### src/rtl/multicycle_ctrl.sv
// Multicycle ARM control: Moore FSM, NZCV flag register, condition check, datapath selects/enables.
// Latency: LDR 5, STR 4, data-processing 4, branch 3, op=11 2 cycles; outputs combinational from state/flags/fields.
// No backpressure: advances every cycle; reset aborts the instruction and suppresses all write enables.
module multicycle_ctrl #(
    parameter logic [3:0] RESET_STATE = 4'd0
) (
    input  logic       clk,
    input  logic       reset,
    input  logic [3:0] cond,
    input  logic [1:0] op,
    input  logic [5:0] funct,
    input  logic [3:0] rd,
    input  logic [3:0] aluflags,
    output logic [1:0] aluctrl,
    output logic       pcwrite,
    output logic       irwrite,
    output logic       regwrite,
    output logic       memwrite,
    output logic       adrsrc,
    output logic       alusrca,
    output logic [1:0] alusrcb,
    output logic [1:0] resultsrc,
    output logic [3:0] state_o
);

    typedef enum logic [3:0] {
        FETCH    = 4'd0,
        DECODE   = 4'd1,
        MEMADR   = 4'd2,
        MEMREAD  = 4'd3,
        MEMWB    = 4'd4,
        MEMWRITE = 4'd5,
        EXECUTER = 4'd6,
        EXECUTEI = 4'd7,
        ALUWB    = 4'd8,
        BRANCH   = 4'd9
    } state_t;

    state_t     state, state_nxt;
    logic [3:0] flags;
    logic       flag_n, flag_z, flag_c, flag_v;
    logic       condex;
    logic [3:0] cmd;
    logic [1:0] alu_dec;
    logic       cmd_ok;
    logic       cmd_arith;
    logic       in_exec;
    logic       rd_is_pc;
    logic       pc_we, ir_we, reg_we, mem_we;

    assign {flag_n, flag_z, flag_c, flag_v} = flags;
    assign cmd       = funct[4:1];
    assign cmd_arith = (cmd == 4'b0100) || (cmd == 4'b0010);
    assign in_exec   = (state == EXECUTER) || (state == EXECUTEI);
    assign rd_is_pc  = (rd == 4'hF);
    assign state_o   = state;

    always_comb begin
        condex = 1'b0;
        case (cond)
            4'b0000: condex = flag_z;
            4'b0001: condex = ~flag_z;
            4'b0010: condex = flag_c;
            4'b0011: condex = ~flag_c;
            4'b0100: condex = flag_n;
            4'b0101: condex = ~flag_n;
            4'b0110: condex = flag_v;
            4'b0111: condex = ~flag_v;
            4'b1000: condex = flag_c & ~flag_z;
            4'b1001: condex = ~flag_c | flag_z;
            4'b1010: condex = (flag_n == flag_v);
            4'b1011: condex = (flag_n != flag_v);
            4'b1100: condex = ~flag_z & (flag_n == flag_v);
            4'b1101: condex = flag_z | (flag_n != flag_v);
            4'b1110: condex = 1'b1;
            default: condex = 1'b0;
        endcase
    end

    // Unsupported commands execute as ADD but never write back.
    always_comb begin
        alu_dec = 2'b00;
        cmd_ok  = 1'b1;
        case (cmd)
            4'b0100: alu_dec = 2'b00;
            4'b0010: alu_dec = 2'b01;
            4'b0000: alu_dec = 2'b10;
            4'b1100: alu_dec = 2'b11;
            default: cmd_ok  = 1'b0;
        endcase
    end

    always_ff @(posedge clk or posedge reset) begin
        if (reset) begin
            state <= state_t'(RESET_STATE);
            flags <= 4'b0000;
        end else begin
            state <= state_nxt;
            if (in_exec && funct[0] && condex) begin
                flags[3:2] <= aluflags[3:2];
                if (cmd_arith) flags[1:0] <= aluflags[1:0];
            end
        end
    end

    always_comb begin
        state_nxt = FETCH;
        case (state)
            FETCH:    state_nxt = DECODE;
            DECODE: begin
                case (op)
                    2'b01:   state_nxt = MEMADR;
                    2'b00:   state_nxt = funct[5] ? EXECUTEI : EXECUTER;
                    2'b10:   state_nxt = BRANCH;
                    default: state_nxt = FETCH;
                endcase
            end
            MEMADR:   state_nxt = funct[0] ? MEMREAD : MEMWRITE;
            MEMREAD:  state_nxt = MEMWB;
            EXECUTER: state_nxt = ALUWB;
            EXECUTEI: state_nxt = ALUWB;
            default:  state_nxt = FETCH;
        endcase
    end

    always_comb begin
        aluctrl   = 2'b00;
        adrsrc    = 1'b0;
        alusrca   = 1'b0;
        alusrcb   = 2'b00;
        resultsrc = 2'b00;
        pc_we     = 1'b0;
        ir_we     = 1'b0;
        reg_we    = 1'b0;
        mem_we    = 1'b0;
        case (state)
            FETCH: begin
                alusrca   = 1'b1;
                alusrcb   = 2'b10;
                resultsrc = 2'b10;
                ir_we     = 1'b1;
                pc_we     = 1'b1;
            end
            DECODE: begin
                alusrca   = 1'b1;
                alusrcb   = 2'b10;
                resultsrc = 2'b10;
            end
            MEMADR:   alusrcb = 2'b01;
            MEMREAD:  adrsrc  = 1'b1;
            MEMWB: begin
                resultsrc = 2'b01;
                reg_we    = condex;
                pc_we     = condex & rd_is_pc;
            end
            MEMWRITE: begin
                adrsrc = 1'b1;
                mem_we = condex;
            end
            EXECUTER: aluctrl = alu_dec;
            EXECUTEI: begin
                alusrcb = 2'b01;
                aluctrl = alu_dec;
            end
            ALUWB: begin
                reg_we = condex & cmd_ok;
                pc_we  = condex & cmd_ok & rd_is_pc;
            end
            BRANCH: begin
                alusrcb   = 2'b01;
                resultsrc = 2'b10;
                pc_we     = condex;
            end
            default: ;
        endcase
    end

    assign pcwrite  = pc_we  & ~reset;
    assign irwrite  = ir_we  & ~reset;
    assign regwrite = reg_we & ~reset;
    assign memwrite = mem_we & ~reset;

endmodule

### config.mk
export PLATFORM = sky130hd
export DESIGN_NAME = multicycle_ctrl
export DESIGN_NICKNAME = d
export VERILOG_FILES = /design/src/rtl/multicycle_ctrl.sv
export SDC_FILE = /design/constraint.sdc
export NUM_CORES = 1
export LEC_CHECK = 0
export CORE_MARGIN = 4
export CORE_UTILIZATION = 25
export CTS_CLUSTER_DIAMETER = 120
export DETAILED_ROUTE_END_ITERATION = 10
export GPL_TIMING_DRIVEN = 0
export SYNTH_ARGS = -nofsm -noshare
export SYNTH_HDL_FRONTEND = slang
export SYNTH_SLANG_ARGS = --single-unit
### constraint.sdc
create_clock -name clk -period 2.3 [get_ports clk]
set_input_delay 0.23 -clock clk [delete_from_list [all_inputs] [get_ports clk]]
set_output_delay 0.23 -clock clk [all_outputs]
set_load 0.01 [all_outputs]
; ---- Yosys cells after proc, flatten, opt, wreduce, memory -nomap -nowiden
; Index checks and enable logic that the tools add are counted.
; W data, S select, Z words.
[word_totals]
mem_bits_ro = 0
output_inout_bits = 16
regBits = 8
word_cells = 81
mem_bits_rw = 0
mem_count = 0
latch_bits = 0
inputBits = 22
[op_classes]
div_mod_pow = 0
muxes = 16
reduce_logical = 15
eq_ne = 31
bitwise_logic = 16
order_cmp = 0
addsub = 0
n_shift = 0
n_mul = 0
[op_table]
columns = cell, n
row1 = $eq A4 B4 Y1 const B, 11
row2 = $eq A4 B3 Y1 const B, 9
row3 = $eq A4 B2 Y1 const B, 5
row4 = $pmux W4 S5, 1
row5 = $pmux W1 S15, 1
row6 = $logic_not A4 Y1, 3
row7 = $pmux W4 S3, 1
row8 = $and A1 B1 Y1, 9
row9 = $eq A4 B1 Y1 const B, 2
row10 = $pmux W2 S2, 2
row11 = $mux W1, 6
row12 = $pmux W2 S3, 1
row13 = $reduce_or A2 Y1, 3
row14 = $reduce_or A3 Y1, 2
row15 = $not A1 Y1, 5
row16 = $pmux W1 S4, 1
row17 = $reduce_or A4 Y1, 1
row18 = $mux W3, 1
row19 = $eq A2 B1 Y1 const B, 1
row20 = $eq A2 B2 Y1 const B, 1
row21 = $logic_and A1 B1 Y1, 2
row22 = $logic_not A2 Y1, 1
row23 = $logic_or A1 B1 Y1, 2
row24 = $mux W2, 1
row25 = 5 further kinds, 6

; ---- Depth between registers and ports, before layout
; Gate-level depths: netlist of run 1.
[logic_depth]
ltp_word = 7
depth_mapped = 6
mapped_depth_nobuf = 5

; ---- Least setup slack after synthesis of run 1
; No wires, ideal clock.
[synth_path]
path_type = reg2out
startpoint = register flags[0]
endpoint = output regwrite
setup_slack_ns = 0.412
stages_incl_launch_ff = 6
required_ns = 2.070
arrival_ns = 1.658
n_path_buf = 0
path_cell_list = dfrtp_1 -> and4bb_1 -> o31ai_1 -> a31o_2 -> and3_1 -> a2111oi_1
[synth_via]
elab_chain_cells = 6
elab_cells_between_ends = 9
cone_classes = eq/ne (2) / mux (2) / bitwise (5)
[synth_rtl]
columns = item, line_no
row1 = start: declaration, 40  ; logic [3:0] flags;
row2 = start signal: assignment, 101  ; if (cmd_arith) flags[1:0] <= aluflags[1:0];
row3 = $ne A1 B1 Y1 / $eq A1 B1 Y1 (equally long branches), n/a
row4 = $or A1 B1 Y1 / $and A1 B1 Y1 (equally long branches), "74, 73"
row5 = $pmux W1 S15 *, 60  ; case (cond)
row6 = $and A1 B1 Y1, 166  ; reg_we = condex & cmd_ok;
row7 = $pmux W1 S2 *, 136  ; case (state)
row8 = $and A1 B1 Y1 *, 180  ; assign regwrite = reg_we & ~reset;
row9 = end: declaration, 17  ; output logic regwrite,
; Every way passes the cells marked *; elsewhere a longest branch is shown, timed or not.

; ---- Worst setup path after layout of run 1
; Ends and elaborated chain as after synthesis.

==> flow_metrics.env, run 1 <==
export IMPL_status="complete, no violations"
export IMPL_comb_power_share_pct=69.1
export IMPL_die_y_um=65.69
export IMPL_min_path_type="input port to async pin"
export IMPL_peakVddDrop_mv=0.6475
export IMPL_synth_area_per_cell_um2=8.238
export IMPL_yosysTopAreaCellShare_pct=24.06
export IMPL_period_minus_slack_ps=2175
export IMPL_syn_inst=101
export IMPL_timing_rr_end="flags[0]"
export IMPL_crit_path_cell_trace="and4bb_1 -> o31ai_1 -> a31o_2 -> and3_4 -> a2111oi_2 -> buf_2"
export IMPL_num_nets_final=165
export IMPL_cts_buffers=3
export IMPL_cp_max_fo=7
export IMPL_dieArea_um2=4315
export IMPL_synthArstFlopShare_pct=100.0
export IMPL_syn_area_um2=832.0
export IMPL_reg2reg_from="state_o[3]"
export IMPL_relSlewSlack_pct=71.44
export IMPL_tightest_slew_ps=428.4
export IMPL_startpoint="flags[0]"
export IMPL_ios=38
export IMPL_wl_per_cell_um=12.37
export IMPL_final_hold_violation_count=0
export IMPL_synth_most_common_cell="nor2_1"
export IMPL_port_buffers=36
export IMPL_htreeDepth=1
export IMPL_grt_pass1_wl_mm=3.601
export IMPL_drv_cap=0
export IMPL_maxSlewViolCount=0
export IMPL_drc=0
export IMPL_reg2reg_depth=4
export IMPL_synth_edff_count=0
export IMPL_yosys_top_cells_area="dfrtp_1 (24%), xnor2_1 (6.3%), mux2_1 (5.4%)"
export IMPL_core_um2=3128
export IMPL_cp_arrival_ps=1940
export IMPL_antenna_left=0
export IMPL_clock_latency_ps=250
export IMPL_critPathRequiredTime_ps=2070
export IMPL_grt_usage_pct=10.47
export IMPL_syn_to_final_growth_pct=57.74
export IMPL_finalSetupViolCount=0
export IMPL_fp_dieW_um=65.69
export IMPL_drive_gt1_share_pct=19.15
export IMPL_worstSetupStartpointType="register"
export IMPL_finalCritPeriodShare_pct=94.54
export IMPL_yosys_area_top_type="dfrtp_1"
export IMPL_cp_end_kind="primary output"
export IMPL_clock_path_buffers=2
export IMPL_grt_busiest_layer="met2"
export IMPL_synth_main_ff_cell="dfrtp_1"
export IMPL_place_congestion=0.7374
export IMPL_overflow=0
export IMPL_clockPowerShare_pct=8.2
export IMPL_use_met3_pct=3.761
export IMPL_internal_power_uw=704.2
export IMPL_antenna_cells=0
export IMPL_initial_core_util_pct=26.60
export IMPL_post_route_util_pct=41.96
export IMPL_path_class="register to primary output"
export IMPL_clkTransAtPathRegs_ps=50
export IMPL_drt_initial_drc_count=20
export IMPL_cts_root_buf="clkbuf_4"
export IMPL_vias=891
export IMPL_p_leak_uw=0.0005621
export IMPL_p_sw_uw=530.2
export IMPL_ys_seq_elements=8
export IMPL_routed_wl_mm=2.288
export IMPL_gr_usage_met1_pct=13.26
export IMPL_antenna_found_initial=0
export IMPL_yosysSeqAreaShare_pct=24.06
export IMPL_slowest_stage="dfrtp_1"
export IMPL_grt_start_max_net_pins=11
export IMPL_rsz0062_at_grt="false"
export IMPL_p_seq_share_pct=22.6
export IMPL_fmax_mhz=459.9
export IMPL_p_per_area_nw_per_um2=940.5
export IMPL_dp_slack_ps=-539.6
export IMPL_cts_sinks=8
export IMPL_grt_pass1_vias=801
export IMPL_total_power_uw=1234
export IMPL_hpwlAfterDp_mm=1.805
export IMPL_yosys_warnings=0
export IMPL_worstSetupEndpoint="regwrite"
export IMPL_firstDrtPassIters=4
export IMPL_grt_use_met2_pct=17.27
export IMPL_n_fill_cell=311
export IMPL_via_per_inst=4.816
export IMPL_num_rows=20
export IMPL_reg2reg_slack_ps=310
export IMPL_cts_tree="built"
export IMPL_cpPeakStageDelay_ps=440
export IMPL_syn_nets=123
export IMPL_switching_share_pct=42.95
export IMPL_fin_skew_ps=4.985
export IMPL_setup_ws_ps=125.5
export IMPL_ys_types=40
export IMPL_synthTopCellsByCount="nor2_1 (10), dfrtp_1 (8), nor3_1 (8)"
[what timing repair did]
item,4_1_cts,5_1_grt
buffers inserted,0,1
resized for setup,17,7
cloned,0,1
endpoints found under the setup margin,4,7
hold buffers,0,0
pin swaps,1,0
[power by group through the flow]
stage | sequential [uW] | combinational (uW) | clock, uW
2_1_floorplan | 256 | 479 | 0
3_3_place_gp | 251 | 853 | 0
3_5_place_dp | 252 | 866 | 0
4_1_cts | 252 | 880 | 109
5_1_grt | 291 | 940 | 117
6_report | 279 | 853 | 102
[critical path: cells and delay by family (launching register included)]
family / cells / cell delay (ps)
AOI/OAI and AO/OA: 3 / 560
and+or+nand+nor: 2 / 510
DFF: 1 / 440
buffers and inverters: 1 / 190
[worst min-delay path by stage]
stage | to | slack [ps] | cells after the start
floorplan | flags[0] | 50 | 1
global placement | flags[1] | 510 | 1
detailed placement | flags[1] | 520 | 1
CTS | state_o[3] | 260 | 2
global route | state_o[2] | 280 | 2
finish | state_o[2] | 270 | 2
[routing by layer]
layer | vias to the layer above | part of all wire (%)
met3 | 2 | 7.4
met1 | 411 | 44
li1 | 448 | -
met5 | - | 0
met4 | 0 | 0.35
met2 | 30 | 48
[cells by family after synthesis]
group	after synthesis	share of synthesized area, %
and+or+nand+nor	48	36.54
AOI/OAI and AO/OA	22	19.25
buffers and inverters	11	6.164
DFF	8	24.06
xor gates and xnor gates	7	7.369
muxes	5	6.616
[state kept, by name, indices dropped and copies added, names as in the netlist]
signal and cells:
flags 4, state_o 4
[stage by stage]
| step | cells | setup TNS, ps | instance area, um^2 | hold WS (ps) |
|---|---|---|---|---|
| floorplan | 101 | 0 | 832.0 | 45.66 |
| global placement | 181 | -1289 | 1247 | 513.1 |
| detailed placement | 181 | -1446 | 1247 | 522.8 |
| CTS | 184 | -11.31 | 1279 | 256.9 |
| global route | 185 | 0 | 1313 | 275.8 |
| finish | 185 | 0 | 1313 | 267.5 |
[placed cells by master (no fill, tap or decap), types with 4 or more instances in the layout]
cell,instances
nand2_1,5
a21oi_1,6
clkdlybuf4s50_1,30
buf_2,6
xnor2_1,6
nor2_1,10
dfrtp_1,8
nor2b_1,5
nor3_1,6
inv_1,4
mux2_1,4
[area by class of cell]
type / count / area, um^2 / area share (%)
multi-input combinational: 82 / 618.1 / 47.09
timing repair buffer: 38 / 365.4 / 27.84
sequential: 8 / 200.2 / 15.25
tap: 44 / 55.05 / 4.194
buffer: 6 / 36.28 / 2.765
clock buffer: 3 / 22.52 / 1.716
inverter: 4 / 15.01 / 1.144
(Power assumes the default switching activity.)
==> run 2: changes to the inputs <==
--- a/config.mk
+++ b/config.mk
@@ -5,6 +5,7 @@
 export SDC_FILE = /design/constraint.sdc
 export NUM_CORES = 1
 export LEC_CHECK = 0
+export ABC_CLOCK_PERIOD_IN_PS = 2300
 export CORE_MARGIN = 4
 export CORE_UTILIZATION = 25
 export CTS_CLUSTER_DIAMETER = 120
==> results of run 2 <==
Same layout as run 1: the final DEF is identical, and so are final timing and power.
==> RTL change 1 (settings of run 1) <==
Reset style: synchronous (`reset`), changed in one clocked block.
--- a/src/rtl/multicycle_ctrl.sv
+++ b/src/rtl/multicycle_ctrl.sv
@@ -91,5 +91,5 @@
     end
 
-    always_ff @(posedge clk or posedge reset) begin
+    always_ff @(posedge clk) begin
         if (reset) begin
             state <= state_t'(RESET_STATE);
Formal check against the unedited RTL: differs if reset is asserted again (counterexample within 4 cycles, from zero or initial values and one cycle with reset high); with reset held inactive, the same outputs for 10 cycles.
==> RTL change 1 against run 1 <==
Setup slack got worse by 56 ps. First-iteration DRC count increased to 2.9 times the old value. Sequential cell count unchanged. Final area decreased by 4.3%. Clock skew decreased by 2.4 ps. Wire length increased by 8.3%. Via count increased by 4.7%. Non-clock buffer count decreased by 2. Maximum frequency decreased by 2.5%. Worst hold slack improved by 250 ps. Die area decreased by 2.2%. Synthesized area decreased by 2.6%.
Power is not compared: it rests on default switching activity, and its combinational part moved more than twofold at a synthesized area within 25%.
==> RTL change 1: results (changes against run 1) <==
metric,value,unit,change
max-slew-margin-rel,71.1,%,was 71.4%
pre_cts_ws,-479,ps,was -540 ps
cp_slowest_cell,or4b_4,,was dfrtp_1
synth_fp_nets,131,,was 123
grt_use_met1,15.4,%,was 13.3%
layout-drive-gt1-share,14.4,%,was 19.1%
status,completed,,unchanged
synth_cell_types,33,,was 40
gp_congestion,0.856,,was 0.737
gr-usage-met3,4.33,%,was 3.76%
place_hpwl,1900,um,was 1800 um
wl_met2,1120,um,was 1090 um
fin_skew,2.61,ps,was 4.98 ps
wl_met3,209,um,was 170 um
track_usage,12.7,%,was 10.5%
placed_area,1230,um2,was 1250 um2
grt_pass1_vias,1032,,was 801
routed_wl,2480,um,was 2290 um
drt-initial-drc-count,58,,was 20
use_met2,20.6,%,was 17.3%
yosysSeqAreaShare,19.8,%,was 24.1%
cp_max_fo,3,,was 7
avgSynthCellArea,7.44,um2,was 8.24 um2
grt_first_pass_wirelength,4370,um,was 3600 um
path_delay_family,simple AND/OR/NAND/NOR gates,,was compound AO/OA/AOI/OAI gates
RTL change 1: cell count changes after synthesis, sizes merged, moves of 3 or more:
cell,change
dfrtp,-8
and3b,-3
or3,+4
mux2i,+5
nor3,+3
xor2,+4
nand2b,+10
clkbuf,+3
nor2,-3
xnor2,-4
dfxtp,+8
a31oi,+3
mux2,-4
RTL change 1: power groups by stage:
| stage | Clock (uW) | Sequential (uW) | Combinational [uW] |
|---|---|---|---|
| floorplan | 0 | 151 | 90.6 |
| detailed placement | 0 | 150 | 186 |
| finish | 106 | 155 | 180 |
| global placement | 0 | 150 | 185 |
| CTS | 114 | 147 | 188 |
| global route | 128 | 156 | 198 |
RTL change 1: path summary, 6_finish.rpt:
| path | startpoint | slack (ps) | to | cells past startpoint |
|---|---|---|---|---|
| max | cond[2] | 70 | memwrite | 7 |
| min | flags[2] | 520 | flags[2] | 2 |
| max reg2reg | flags[2] | 550 | flags[3] | 5 |
| min reg2reg | flags[2] | 520 | flags[2] | 2 |
RTL change 1: logic make-up after synthesis:
logic type      after synthesis  synth area share [%]
compound gates               22                  20.4
buf+inv                      11                  6.02
mux                           6                  7.41
simple gates                 55                  38.9
flops                         8                  19.8
xor+xnor                      7                  7.56
RTL change 1: layout make-up:
class | instances | area [um2]
fill | 322 | 1820
multi-input combinational | 90 | 623
timing repair buffer | 36 | 348
sequential | 8 | 161
tap | 44 | 55.1
buffer | 6 | 35.0
clock buffer | 3 | 22.5
inverter | 3 | 11.3
RTL change 1: repair_timing:
| action | in CTS | in global routing |
|---|---|---|
| setup endpoints to repair | 5 | 8 |
| hold buffers | 0 | 0 |
| resized for setup | 18 | 7 |
| pin swaps | 1 | 0 |
| buffers inserted | 0 | 0 |
==> RTL change 2 (settings of run 1) <==
Made on the original files. Register the outputs `pcwrite`, `irwrite`, `regwrite` and `memwrite`, with the module's reset; this adds one clock of latency there. The other outputs are not delayed to match.
--- a/src/rtl/multicycle_ctrl.sv
+++ b/src/rtl/multicycle_ctrl.sv
@@ -176,8 +176,17 @@
     end
 
-    assign pcwrite  = pc_we  & ~reset;
-    assign irwrite  = ir_we  & ~reset;
-    assign regwrite = reg_we & ~reset;
-    assign memwrite = mem_we & ~reset;
+    always_ff @(posedge clk or posedge reset) begin
+        if (reset) begin
+            pcwrite  <= '0;
+            irwrite  <= '0;
+            regwrite <= '0;
+            memwrite <= '0;
+        end else begin
+            pcwrite  <= pc_we  & ~reset;
+            irwrite  <= ir_we  & ~reset;
+            regwrite <= reg_we & ~reset;
+            memwrite <= mem_we & ~reset;
+        end
+    end
 
 endmodule
Check against the original RTL: not equivalent (Yosys sat finds a counterexample within 4 cycles, from zero or initial values and one cycle with reset high).
==> RTL change 2 against run 1 <==
Global-route usage grew 1.6 points. Wire length rose by 16%. Largest power group unchanged. Cell count increased by 1.6%. Total power grew 1.1%. Highest routed layer unchanged. Setup slack lost 16 ps. Final area grew 6.3%. Die area rose by 8.4%. Critical path depth up 2. Synthesized area up 9.6%. Sequential cell count grew 4.
==> RTL change 2: results (changes against run 1) <==
metric,value,unit,change
use_met2,21.0,%,was 17.3%
path_delay_family,buffers and inverters,,was compound AO/OA/AOI/OAI gates
synthMuxAreaShare,6.04,%,was 6.62%
fin_skew,1.71,ps,was 4.98 ps
port_buffers,35,,was 36
p_leak,0.000572,uW,was 0.000562 uW
synthXorXnorAreaFrac,4.80,%,was 7.37%
r2r_setup_slack,190,ps,was 310 ps
wl_met1,1180,um,was 1020 um
synthTopCellsByArea,"dfrtp_1 33%, nor2_1 5.3%, a21oi_1 3.3%",,"was dfrtp_1 24%, xnor2_1 6.3%, mux2_1 5.4%"
dp_cells,186,,was 181
yosysSeqAreaShare,32.9,%,was 24.1%
cp_slowest_cell,clkdlybuf4s50_1,,was dfrtp_1
clk_latency,230,ps,was 250 ps
gp_congestion,0.809,,was 0.737
routed_wl,2650,um,was 2290 um
power.internal,779,uW,was 704 uW
power.share.clock,17.8,%,was 8.2%
hold_slack,419,ps,was 268 ps
grt_pass1_vias,986,,was 801
via_count,929,,was 891
max-slew-margin-rel,69.4,%,was 71.4%
cp.arrival,2300,ps,was 1940 ps
finalCriticalPeriod,2190,ps,was 2170 ps
status,completed,,unchanged
grt_use_met1,14.9,%,was 13.3%
clockRootBuffer,clkbuf_8,,was clkbuf_4
reg2reg_depth,7,,was 4
critPathKind,input port to register,,was register to output port
first_pass_iters,5,,was 4
cp_max_fo,10,,was 7
r2r-start,flags[3],,was state_o[3]
ir_drop,0.581,mV,was 0.648 mV
post_cts_resized,1,,was 17
track_usage,12.1,%,was 10.5%
wl_met3,208,um,was 170 um
wl_met2,1230,um,was 1090 um
gr-usage-met3,3.61,%,was 3.76%
synthCells,105,,was 101
synth-compound-area-share,18.2,%,was 19.2%
reg2reg_to,flags[2],,was flags[0]
critPathLaunch,cond[3],,was flags[0]
drt-initial-drc-count,78,,was 20
place_hpwl,2040,um,was 1800 um
## RTL change 2: changes by cell type in the layout (fill, tap and decap cells not counted), sizes merged, moves of 3 or more
cell | run 1 | this run
xnor2 | 6 | 2
clkdlybuf4s50 | 30 | 34
buf | 9 | 5
nor3 | 8 | 2
and3b | 3 | 0
nor2 | 10 | 13
dfrtp | 8 | 12
nor4b | 0 | 4
## RTL change 2: per-stage QoR
| step | utilization, % | setup TNS, ps | area [um2] | power (uW) |
|---|---|---|---|---|
| after detailed placement | 38.3 | -521 | 1320 | 1020 |
| after global placement | 38.3 | -114 | 1320 | 1010 |
| final | 40.5 | 0 | 1400 | 1250 |
| after global routing | 40.5 | -70.5 | 1400 | 1360 |
| after CTS | 39.9 | 0 | 1370 | 1250 |
| after floorplan | - | 0 | 912 | 682 |
## RTL change 2: final cells by class
type	count	area share (%)
multi-input cells	81	41.5
clock buffers	4	3.95
well taps	46	4.13
inverters	4	1.08
flip-flops and latches	12	21.6
plain buffers	6	2.42
repair buffers	35	25.3
